$ cat src/rtl/hazard_pkg.sv
// Shared definitions for the register hazard scoreboard.
//
// Contents:
//   MAX_LAT_DEF - default largest fixed result latency, in cycles.
//   LAT_W       - width of a latency value and of an entry's down-counter.
//   sb_entry_t  - one register's tracking state: pending, ext, cnt.
//
// Every counter in the design is LAT_W wide. A MAX_LAT other than the default
// must therefore satisfy $clog2(MAX_LAT + 1) <= LAT_W.
package hazard_pkg;

    localparam int unsigned MAX_LAT_DEF = 4;
    localparam int unsigned LAT_W       = $clog2(MAX_LAT_DEF + 1);

    typedef struct packed {
        logic             pending;  // result not yet forwardable
        logic             ext;      // waiting for an external completion, cnt unused
        logic [LAT_W-1:0] cnt;      // cycles left until forwardable (fixed latency)
    } sb_entry_t;

endpackage

$ cat src/rtl/hazard_scoreboard_if.sv
// Decode-stage <-> scoreboard interface.
//
// master: the ID stage. It drives the instruction fields, flush and the
//         external completions, and receives stall, issue and busy_vec.
// slave : the scoreboard.
//
// Signals:
//   id_valid, id_rs1, id_rs2, id_rs1_used, id_rs2_used  - source operands
//   id_rd, id_regwrite, id_lat                          - destination; id_lat 0 = unknown
//   flush                                               - squash the ID instruction
//   ext_done_valid, ext_done_rd                         - unknown-latency result ready
//   id_stall, id_issue, busy_vec                        - scoreboard responses
interface hazard_scoreboard_if
    import hazard_pkg::*;
#(
    parameter int unsigned NUM_REGS = 32,
    parameter int unsigned MAX_LAT  = MAX_LAT_DEF
);

    localparam int unsigned IdxW = $clog2(NUM_REGS);
    localparam int unsigned LatW = $clog2(MAX_LAT + 1);

    logic                id_valid;
    logic [IdxW-1:0]     id_rs1;
    logic [IdxW-1:0]     id_rs2;
    logic                id_rs1_used;
    logic                id_rs2_used;
    logic [IdxW-1:0]     id_rd;
    logic                id_regwrite;
    logic [LatW-1:0]     id_lat;
    logic                flush;
    logic                ext_done_valid;
    logic [IdxW-1:0]     ext_done_rd;
    logic                id_stall;
    logic                id_issue;
    logic [NUM_REGS-1:0] busy_vec;

    modport master (
        output id_valid, id_rs1, id_rs2, id_rs1_used, id_rs2_used,
        output id_rd, id_regwrite, id_lat, flush, ext_done_valid, ext_done_rd,
        input  id_stall, id_issue, busy_vec
    );

    modport slave (
        input  id_valid, id_rs1, id_rs2, id_rs1_used, id_rs2_used,
        input  id_rd, id_regwrite, id_lat, flush, ext_done_valid, ext_done_rd,
        output id_stall, id_issue, busy_vec
    );

endinterface

$ cat src/rtl/sb_entry.sv
// One register's scoreboard entry.
//
// Ports:
//   clk_i, rst_ni  - clock; asynchronous active-low reset clears the entry
//   load_i         - an instruction writing this register issues this cycle
//   load_ext_i     - that instruction has unknown latency
//   load_cnt_i     - its fixed latency, ignored when load_ext_i is set
//   ext_clr_i      - external completion addressed to this register
//   entry_o        - registered entry state
//
// On every edge a fixed-latency entry counts down and drops pending when the
// count is 1. An external completion clears only an entry that is waiting for
// one. A load on the same edge overrides both.
module sb_entry
    import hazard_pkg::*;
(
    input  logic             clk_i,
    input  logic             rst_ni,
    input  logic             load_i,
    input  logic             load_ext_i,
    input  logic [LAT_W-1:0] load_cnt_i,
    input  logic             ext_clr_i,
    output sb_entry_t        entry_o
);

    sb_entry_t entry_q, entry_d;

    always_comb begin
        entry_d = entry_q;

        if (entry_q.pending && !entry_q.ext) begin
            if (entry_q.cnt <= LAT_W'(1)) begin
                entry_d.pending = 1'b0;
                entry_d.cnt     = '0;
            end else begin
                entry_d.cnt = entry_q.cnt - LAT_W'(1);
            end
        end

        if (ext_clr_i && entry_q.ext) begin
            entry_d.pending = 1'b0;
            entry_d.ext     = 1'b0;
            entry_d.cnt     = '0;
        end

        if (load_i) begin
            entry_d.pending = 1'b1;
            entry_d.ext     = load_ext_i;
            entry_d.cnt     = load_ext_i ? '0 : load_cnt_i;
        end
    end

    always_ff @(posedge clk_i or negedge rst_ni) begin
        if (!rst_ni) begin
            entry_q <= '0;
        end else begin
            entry_q <= entry_d;
        end
    end

    assign entry_o = entry_q;

endmodule

$ cat src/rtl/hazard_scoreboard.sv
// In-order issue scoreboard for RAW and WAW hazards.
//
// Parameters:
//   NUM_REGS - architectural register count; should be a power of two
//   MAX_LAT  - largest fixed result latency, in cycles
//   EXT_EN   - allow id_lat == 0 to mean unknown latency, cleared by ext_done
//
// Ports:
//   clk    - sole clock
//   rstn   - asynchronous active-low reset; all entries are discarded
//   sb_if  - slave side of hazard_scoreboard_if (ID fields, flush,
//            ext_done, id_stall, id_issue, busy_vec)
//
// id_stall and id_issue are combinational from the ID fields and the
// registered entries. busy_vec comes straight from the registered pending
// bits. Register 0 has no entry and is never busy.
module hazard_scoreboard
    import hazard_pkg::*;
#(
    parameter int unsigned NUM_REGS = 32,
    parameter int unsigned MAX_LAT  = MAX_LAT_DEF,
    parameter bit          EXT_EN   = 1'b1
) (
    input logic                clk,
    input logic                rstn,
    hazard_scoreboard_if.slave sb_if
);

    localparam int unsigned IdxW = $clog2(NUM_REGS);

    sb_entry_t           entries [NUM_REGS];
    logic [NUM_REGS-1:0] pending_vec;
    logic [NUM_REGS-1:0] ext_vec;

    logic [LAT_W-1:0]    id_lat_w;
    logic [LAT_W-1:0]    rd_cnt;
    logic                raw_hz;
    logic                waw_hz;
    logic                live;
    logic                issue;
    logic                load_ext;
    logic [LAT_W-1:0]    load_cnt;

    assign entries[0] = '0;

    for (genvar i = 0; i < NUM_REGS; i++) begin : g_vec
        assign pending_vec[i] = entries[i].pending;
        assign ext_vec[i]     = entries[i].ext;
    end

    assign id_lat_w = LAT_W'(sb_if.id_lat);
    assign rd_cnt   = entries[sb_if.id_rd].cnt;

    // pending_vec[0] is always 0, so index 0 can never raise a hazard.
    always_comb begin
        raw_hz = (sb_if.id_rs1_used && pending_vec[sb_if.id_rs1]) ||
                 (sb_if.id_rs2_used && pending_vec[sb_if.id_rs2]);

        // A later writer may only issue if its result lands strictly after the
        // outstanding one. With an unknown latency on either side, it waits.
        waw_hz = sb_if.id_regwrite && (sb_if.id_rd != '0) && pending_vec[sb_if.id_rd] &&
                 ((sb_if.id_lat == '0) || ext_vec[sb_if.id_rd] || (id_lat_w < rd_cnt));
    end

    assign live  = sb_if.id_valid && !sb_if.flush;
    assign issue = live && !(raw_hz || waw_hz);

    assign sb_if.id_stall = live && (raw_hz || waw_hz);
    assign sb_if.id_issue = issue;
    assign sb_if.busy_vec = pending_vec;

    // Without external completion an unknown latency is treated as the worst case.
    assign load_ext = EXT_EN && (sb_if.id_lat == '0);
    assign load_cnt = (sb_if.id_lat == '0) ? LAT_W'(MAX_LAT) : id_lat_w;

    for (genvar i = 1; i < NUM_REGS; i++) begin : g_entry
        logic load;
        logic ext_clr;

        assign load    = issue && sb_if.id_regwrite && (sb_if.id_rd == IdxW'(i));
        assign ext_clr = sb_if.ext_done_valid && (sb_if.ext_done_rd == IdxW'(i));

        sb_entry u_entry (
            .clk_i      (clk),
            .rst_ni     (rstn),
            .load_i     (load),
            .load_ext_i (load_ext),
            .load_cnt_i (load_cnt),
            .ext_clr_i  (ext_clr),
            .entry_o    (entries[i])
        );
    end

endmodule
$ cat src/flat_wrapper.sv
// flat-port wrapper written by rule: the top's interface ports become plain ports
module hazard_scoreboard_flat import hazard_pkg::*;
#(
    parameter int unsigned NUM_REGS = 32,
    parameter int unsigned MAX_LAT  = MAX_LAT_DEF,
    parameter bit          EXT_EN   = 1'b1
)
  (clk, rstn, sb_if_id_valid, sb_if_id_rs1, sb_if_id_rs2, sb_if_id_rs1_used, sb_if_id_rs2_used, sb_if_id_rd, sb_if_id_regwrite, sb_if_id_lat, sb_if_flush, sb_if_ext_done_valid, sb_if_ext_done_rd, sb_if_id_stall, sb_if_id_issue, sb_if_busy_vec);
  hazard_scoreboard_if #(.NUM_REGS(NUM_REGS), .MAX_LAT(MAX_LAT)) sb_if_i ();
  input logic clk;
  input logic rstn;
  input wire logic [$bits(sb_if_i.id_valid)-1:0] sb_if_id_valid;
  input wire logic [$bits(sb_if_i.id_rs1)-1:0] sb_if_id_rs1;
  input wire logic [$bits(sb_if_i.id_rs2)-1:0] sb_if_id_rs2;
  input wire logic [$bits(sb_if_i.id_rs1_used)-1:0] sb_if_id_rs1_used;
  input wire logic [$bits(sb_if_i.id_rs2_used)-1:0] sb_if_id_rs2_used;
  input wire logic [$bits(sb_if_i.id_rd)-1:0] sb_if_id_rd;
  input wire logic [$bits(sb_if_i.id_regwrite)-1:0] sb_if_id_regwrite;
  input wire logic [$bits(sb_if_i.id_lat)-1:0] sb_if_id_lat;
  input wire logic [$bits(sb_if_i.flush)-1:0] sb_if_flush;
  input wire logic [$bits(sb_if_i.ext_done_valid)-1:0] sb_if_ext_done_valid;
  input wire logic [$bits(sb_if_i.ext_done_rd)-1:0] sb_if_ext_done_rd;
  output wire logic [$bits(sb_if_i.id_stall)-1:0] sb_if_id_stall;
  output wire logic [$bits(sb_if_i.id_issue)-1:0] sb_if_id_issue;
  output wire logic [$bits(sb_if_i.busy_vec)-1:0] sb_if_busy_vec;
  assign sb_if_i.id_valid = sb_if_id_valid;
  assign sb_if_i.id_rs1 = sb_if_id_rs1;
  assign sb_if_i.id_rs2 = sb_if_id_rs2;
  assign sb_if_i.id_rs1_used = sb_if_id_rs1_used;
  assign sb_if_i.id_rs2_used = sb_if_id_rs2_used;
  assign sb_if_i.id_rd = sb_if_id_rd;
  assign sb_if_i.id_regwrite = sb_if_id_regwrite;
  assign sb_if_i.id_lat = sb_if_id_lat;
  assign sb_if_i.flush = sb_if_flush;
  assign sb_if_i.ext_done_valid = sb_if_ext_done_valid;
  assign sb_if_i.ext_done_rd = sb_if_ext_done_rd;
  assign sb_if_id_stall = sb_if_i.id_stall;
  assign sb_if_id_issue = sb_if_i.id_issue;
  assign sb_if_busy_vec = sb_if_i.busy_vec;
  hazard_scoreboard #(.NUM_REGS(NUM_REGS), .MAX_LAT(MAX_LAT), .EXT_EN(EXT_EN)) u_core (.clk(clk), .rstn(rstn), .sb_if(sb_if_i));
endmodule
$ cat config.mk
export PLATFORM = sky130hd
export DESIGN_NAME = hazard_scoreboard_flat
export DESIGN_NICKNAME = d
export VERILOG_FILES = /design/src/rtl/hazard_pkg.sv /design/src/rtl/hazard_scoreboard_if.sv /design/src/rtl/sb_entry.sv /design/src/rtl/hazard_scoreboard.sv /design/src/flat_wrapper.sv
export SDC_FILE = /design/constraint.sdc
export NUM_CORES = 1
export LEC_CHECK = 0
export CAP_MARGIN = 10
export CORE_MARGIN = 2
export CORE_UTILIZATION = 65
export CTS_CLUSTER_SIZE = 40
export DETAILED_ROUTE_END_ITERATION = 10
export DONT_BUFFER_PORTS = 1
export GPL_TIMING_DRIVEN = 0
export MAX_ROUTING_LAYER = met4
export PLACE_DENSITY = 0.79
export SETUP_SLACK_MARGIN = 0.05
export SYNTH_ARGS = -nofsm -noshare
export SYNTH_HDL_FRONTEND = slang
export SYNTH_HIERARCHICAL = 1
export SYNTH_SLANG_ARGS = --single-unit
$ cat constraint.sdc
create_clock -name clk -period 7.7 [get_ports clk]
set_clock_uncertainty 0.15 [all_clocks]
set_input_delay 0 -clock clk [delete_from_list [all_inputs] [get_ports clk]]
set_output_delay 0 -clock clk [all_outputs]
set_load 0.005 [all_outputs]
# Word level (Yosys, flattened, before mapping)
# Cells that the tools add are included.
# totals
reg_bits,155
input_bits,31
output_inout_bits,34
word_cells,717
# classes
addsub,31
order_cmp,36
n_eq_ne,62
n_mux,198
n_bitwise,1
n_reduce_logical,296
# op_table
cell,count
2-to-1 mux 5 bit,62
2-to-1 mux 3 bit,65
nonzero test 3 bit,62
equality test 5 bit (second input constant),32
logical AND 1 bit,133
<= comparator 3 x 1 -> 1 bit (second input constant),31
subtractor 3 x 1 -> 3 bit (second input constant),31
equality test 5 x 4 -> 1 bit (second input constant),16
2-to-1 mux 1 bit,66
AND reduction 2 bit,31
nonzero test 2 bit,31
equality test 5 x 3 -> 1 bit (second input constant),8
logical NOT 1 bit,33
binary-select mux 5 bit (select 5 bit),1
binary-select mux 1 bit (select 5 bit),4
equality test 5 x 2 -> 1 bit (second input constant),4
less-than comparator 5 x 6 -> 1 bit (second input constant),3
equality test 5 x 1 -> 1 bit (second input constant),2
greater-or-equal comparator 6 bit (second input constant),1
inverter 5 -> 6 bit,1
nonzero test 5 bit,1
logical OR 1 bit,4
logical NOT 3 bit,1
less-than comparator 3 bit,1

# Depth between registers and ports, before layout
# depth
ltp_word,14
mapped_depth,20
ltp_nobuf,16

# By module
# Netlist, hierarchy kept.
# by_module_without_submodules
mod,instances,cells_per_inst,area_per_inst_um2,seq_area_each_um2
sb_entry,31,34,317.8,125.1
hazard_scoreboard,1,287,2625.0,0.0

# Worst setup path after synthesis
# Ideal clock, no wire load.
# synth_path
path_kind,in2reg
startpoint,input sb_if_id_lat[2]
endpoint,register u_core.g_entry[17].u_entry.entry_q (netlist bit u_core/g_entry[17].u_entry/entry_o[2])
setup_time_ps,121
arrival_time_ps,5067
required_ps,7429
path_slack_ps,2362
cell_stages,10
path_buffers,1
cell_sequence,nor3_1 > a211oi_1 > o311ai_1 > a32oi_1 > nor3_2 > buf_6 > nor4_1 > nor2b_1 > a32o_1 > a22o_1
# synth_between
elab_chain_len,10
elab_cells_between_ends,13
cone_classes,order compare (1); mux (2); reduce/logical (10)
# synth_lines
item,line_no,rtl
start: declaration,flat_wrapper.sv:19,input wire logic [$bits(sb_if_i.id_lat)-1:0] sb_if_id_lat;
branches (longest 2 deep; another with less-than comparator 3 bit),--,
logical OR 1 bit *,hazard_scoreboard.sv:62,((sb_if.id_lat == '0) || ext_vec[sb_if.id_rd] || (id_lat_w < rd_cnt));
logical AND 1 bit *,hazard_scoreboard.sv:61,waw_hz = sb_if.id_regwrite && (sb_if.id_rd != '0) && pending_vec[sb_if.id_rd] &&
logical OR 1 bit *,hazard_scoreboard.sv:66,assign issue = live && !(raw_hz || waw_hz);
logical NOT 1 bit *,hazard_scoreboard.sv:66,
logical AND 1 bit *,hazard_scoreboard.sv:66,
logical AND 1 bit * (2 in a row),hazard_scoreboard.sv:80,assign load = issue && sb_if.id_regwrite && (sb_if.id_rd == IdxW'(i));
named net u_core.g_entry[17].load,hazard_scoreboard.sv:77,logic load;
nonzero test 3 bit (no source line) or 2-to-1 mux 5 bit (tied branches),--,
end signal: assignment,sb_entry.sv:57,entry_q <= entry_d;
end: declaration,sb_entry.sv:26,"sb_entry_t entry_q, entry_d;"
# Mark *: on every way through the listed nets, which the timed path passes.
# A chain may end at the register's enable or synchronous reset.

# Worst setup path after layout
# layout_path
startpoint,input sb_if_id_rd[1]
endpoint,register u_core.g_entry[31].u_entry.entry_q (netlist bit u_core/g_entry[31].u_entry/entry_o[2])
# layout_between
elab_chain_len,13
elab_cells_between_ends,23
cone_classes,order compare (1); eq/ne (1); mux (8); bitwise (1); reduce/logical (12)
# layout_lines
item,line_no,rtl
start: declaration,flat_wrapper.sv:17,input wire logic [$bits(sb_if_i.id_rd)-1:0] sb_if_id_rd;
inverter 5 -> 6 bit (implied by the code),hazard_scoreboard.sv:52,assign rd_cnt = entries[sb_if.id_rd].cnt;
binary-select mux 5 bit (select 5 bit),hazard_scoreboard.sv:52,
2-to-1 mux 3 bit (implied by the code) (2 in a row),hazard_scoreboard.sv:52,
less-than comparator 3 bit,hazard_scoreboard.sv:62,
logical OR 1 bit,hazard_scoreboard.sv:62,
logical AND 1 bit,hazard_scoreboard.sv:61,
logical OR 1 bit,hazard_scoreboard.sv:66,
logical NOT 1 bit,hazard_scoreboard.sv:66,
logical AND 1 bit,hazard_scoreboard.sv:66,
logical AND 1 bit,hazard_scoreboard.sv:80,
logical AND 1 bit *,hazard_scoreboard.sv:80,
named net u_core.g_entry[31].load,hazard_scoreboard.sv:77,
nonzero test 3 bit (no source line) or 2-to-1 mux 5 bit (tied branches),--,
end signal: assignment,sb_entry.sv:57,
end: declaration,sb_entry.sv:26,
# Mark *: on every way through the listed nets, which the timed path passes. The rest lies on a longest branch. The select of a mux whose other input is x is not followed.

==> results.toml <==
[worst_setup_path]
crit_family = "buffers and inverters"
worstPathCellList = "buf_4, buf_6, buf_2, buf_1, mux4_2, mux4_2, o22ai_1, ha_1, o21ai_0, a211oi_1, o311ai_1, a32oi_1, nor3_2, buf_6, nor4_1, a21oi_2, a32o_1, a22o_1"
crit_path_max_fanout = 10
arrival_ns = 6.07
reg2reg_depth = 14
slowest_delay_ns = 1.10
path_class = "in -> reg"
cp.required_ns = 7.88
r2r-end = "u_core/g_entry[31].u_entry/entry_o[2]"
end_kind = "register"
worst_r2r_startpoint = "u_core/g_entry[27].u_entry/entry_o[2]"
worst_path_max_delay_cell = "nor4_1"
worst-path-buf-inv = 5
startpoint_type = "primary input"
regToRegSetupSlack_ns = 2.57

[sta]
max-slew-margin-rel_pct = 10.05
max_freq_ghz = 0.1699
layout_min_cycle_time_ns = 5.887
slew_violations = 0
tightest_slew_ns = 1.337
min_period_over_period_pct = 76.46
rsz0062_at_grt = "false"
hold_violations = 0
setup_viol = 0

[power_and_ir_drop]
p_sw_share_pct = 36.18
total_power_mw = 3.100
power_frac_seq_pct = 36.2
switching_power_mw = 1.121
p_clk_share_pct = 27.8
combPwrFrac_pct = 36.0
power_density_nw_per_um2 = 226.9
p_leak_nw = 5.797
p_int_mw = 1.978
ir_worst_vdd_uv = 146.7

[yosys]
synth_flop_cell = "dfrtp_1"
netlist_area_um2 = 12480
synth_fa_ha_area_share_pct = 6.418
synth.area.top_cells = "dfrtp_1, mux4_2, ha_1"
synth_area_leader_cell = "dfrtp_1"
post-synth-top-area-fraction_pct = 31.09
synth_edf_count = 0
synth-compound-area-share_pct = 24.99
syn-num-nets = 1436
syn_inst = 1341
synth_simple_gate_area_share_pct = 21.68
ys_warn_count = 6
synthXorXnorAreaFrac_pct = 0
synth-seq-cells = 155
synthMuxAreaShare_pct = 10.83
asyncSetResetFlopFracSynth_pct = 100.0
syn_avg_cell_area_um2 = 9.304
post_synth_num_cell_types = 57
synth_top_family_by_area = "compound AO/OA/AOI/OAI gates"
yosysSeqAreaShare_pct = 31.09

[cts]
clkLatencyLatePin_ns = 0.44
postCtsSetupBuffers = 0
clock_sinks = 155
cts_root_buf = "clkbuf_16"
hold_buffers = 11
ctsResizeCount = 0
cts_tree = "yes"
cts_made_buffers = 17
clk_pin_slew_ns = 0.07
ctsHtreeMaxLevel = 4
cts_buffer_depth = 2

[final_layout]
nets = 1476
area_growth_pct = 9.517
largest_reg_flops = 155
drive_gt1_share_pct = 16.07
final_cells = 1629

[placed_design]
hpwlAfterDp_mm = 27.51
dpl.cell_count = 1583
numPortBuffers = 0
place.gp.congestion = 0.9890

[min_path]
hold_depth = 4
holdCritStartpoint = "sb_if_id_regwrite"
hold_path_class = "in -> reg"
holdPathEnd = "u_core/g_entry[30].u_entry/entry_o[3]"

[detailed_routing]
drt_first_pass_iters = 6
remaining_drc_errors = 0
wire_per_inst_um = 24.13
via_per_inst = 7.112
vias = 11590
totalWireLength_mm = 39.31
drt-initial-drc-count = 1610
ant_nets = 0

[floorplanning]
ios = 65
die-area_um2 = 20320
initial_utilization_pct = 66.48
die_h_um = 142.5
coreArea_um2 = 18770
core.rowCount = 50
die_width_um = 142.5

[global_routing]
antenna_found_initial = 0
grt_pass1_vias = 11090
grt_max_degree = 156
grt_util_all_layers_pct = 40.83
grt_pass1_wl_mm = 61.89
grt.overflow.total = 0

[run_status]
outcome = "finished clean"

[job]
maxCapViolations = 0
how the worst max path moves through the flow:
stage	startpoint	endpoint	slack (ns)	cells after the start
2_1_floorplan	sb_if_id_lat[2]	u_core/g_entry[17].u_entry/entry_o[2]	2.36	10
3_5_place_dp	sb_if_id_rd[1]	u_core/g_entry[29].u_entry/entry_o[2]	1.64	18
3_3_place_gp	sb_if_id_lat[2]	u_core/g_entry[29].u_entry/entry_o[2]	-1.12	10
4_1_cts	sb_if_id_rd[1]	u_core/g_entry[29].u_entry/entry_o[2]	2.08	18
6_report	sb_if_id_rd[1]	u_core/g_entry[31].u_entry/entry_o[2]	1.81	18
5_1_grt	sb_if_id_rd[1]	u_core/g_entry[11].u_entry/entry_o[2]	1.78	18
layer usage:
layer | vias up | GRT usage, % | wire length, µm
met5 | - | - | 0
met4 | 0 | 12.40 | 1097
met3 | 112 | 10.40 | 4870
met2 | 725 | 61.26 | 17890
met1 | 5614 | 54.98 | 15450
li1 | 5135 | - | -
per-stage QoR:
stage	cell area [µm²]	setup TNS [ns]	utilization, %	hold WS, ns	setup slack, ns
final	13660	0	72.81	0.03058	1.813
after global routing	13660	0	72.79	0.04217	1.782
after CTS	13650	0	72.71	0.001328	2.083
after detailed placement	12930	0	68.88	-0.4408	1.642
after global placement	12770	-97.75	68.04	-0.4411	-1.125
after floorplan	12480	0	-	-0.4456	2.362
logic make-up (layout without fill, tap and decap cells):
family / count (synthesis) / after routing
mux: 71 / 71
simple gates: 514 / 514
flops: 155 / 155
compound gates: 405 / 405
fa+ha+maj: 64 / 64
other cells: 1 / 2
buf+inv: 131 / 184
cells in the mapped netlist (7+ instances only):
cell type,n
a21oi_1,33
a21oi_2,31
buf_2,8
mux2_2,7
a22o_1,32
clkbuf_1,7
mux2i_1,15
nand2b_1,65
o21ai_0,35
a31oi_1,65
o311ai_0,31
nor2b_1,101
or2b_1,31
o211ai_1,64
o21ba_2,31
nor4_1,30
a32o_1,31
buf_6,10
nor2_1,37
dfrtp_1,155
inv_1,95
a21o_2,31
nand2_1,150
nand3_1,18
ha_1,64
nor3_1,65
mux4_2,44
power groups by stage:
stage	Sequential [mW]	Combinational, mW	Clock (mW)
2_1_floorplan	1.07	0.849	0
4_1_cts	1.12	1.09	0.872
3_3_place_gp	1.13	1.01	0
6_report	1.12	1.12	0.862
3_5_place_dp	1.13	1.05	0
5_1_grt	1.14	1.23	0.909
final cells by class:
| class | count | area, µm² |
|---|---|---|
| Clock buffer | 18 | 429.2 |
| Clock inverter | 14 | 161.4 |
| Multi-Input combinational cell | 1055 | 8001 |
| Timing Repair Buffer | 21 | 276.5 |
| Inverter | 96 | 360.3 |
| Fill cell | 1394 | 5104 |
| Sequential cell | 155 | 3879 |
| Buffer | 35 | 261.5 |
| Antenna cell | 1 | 2.502 |
| Tap cell | 234 | 292.8 |
worst register-to-register path: stages (launching register included):
cell and delay (ns):
dfrtp_1 0.46, mux4_2 0.57, mux4_2 0.50, o22ai_1 0.21, ha_1 0.17, o21ai_0 0.12, a211oi_1 0.36, o311ai_1 0.19
a32oi_1 0.25, nor3_2 0.15, buf_6 0.17, nor4_1 1.10, a21oi_2 0.11, a32o_1 0.31, a22o_1 0.22
cell usage in the layout, fill, tap and decap left out, types with 13 or more instances in the layout:
cell type  synthesis  final
a21oi_2           31     31
o211ai_1          64     64
buf_6             10     13
nand2_1          150    150
o311ai_0          31     31
nand3_1           18     18
a21oi_1           33     33
ha_1              64     64
o21ai_0           35     35
mux4_2            44     44
o21ba_2           31     31
dfrtp_1          155    155
a22o_1            32     32
mux2i_1           15     15
nor3_1            65     64
nand2b_1          65     65
nor2b_1          101    101
or2b_1            31     31
a31oi_1           65     65
a32o_1            31     31
nor4_1            30     29
inv_1             95     95
nor2_1            37     37
a21o_2            31     31
clkbuf_16          0     17
No activity file was read; power rests on OpenSTA's default activity.
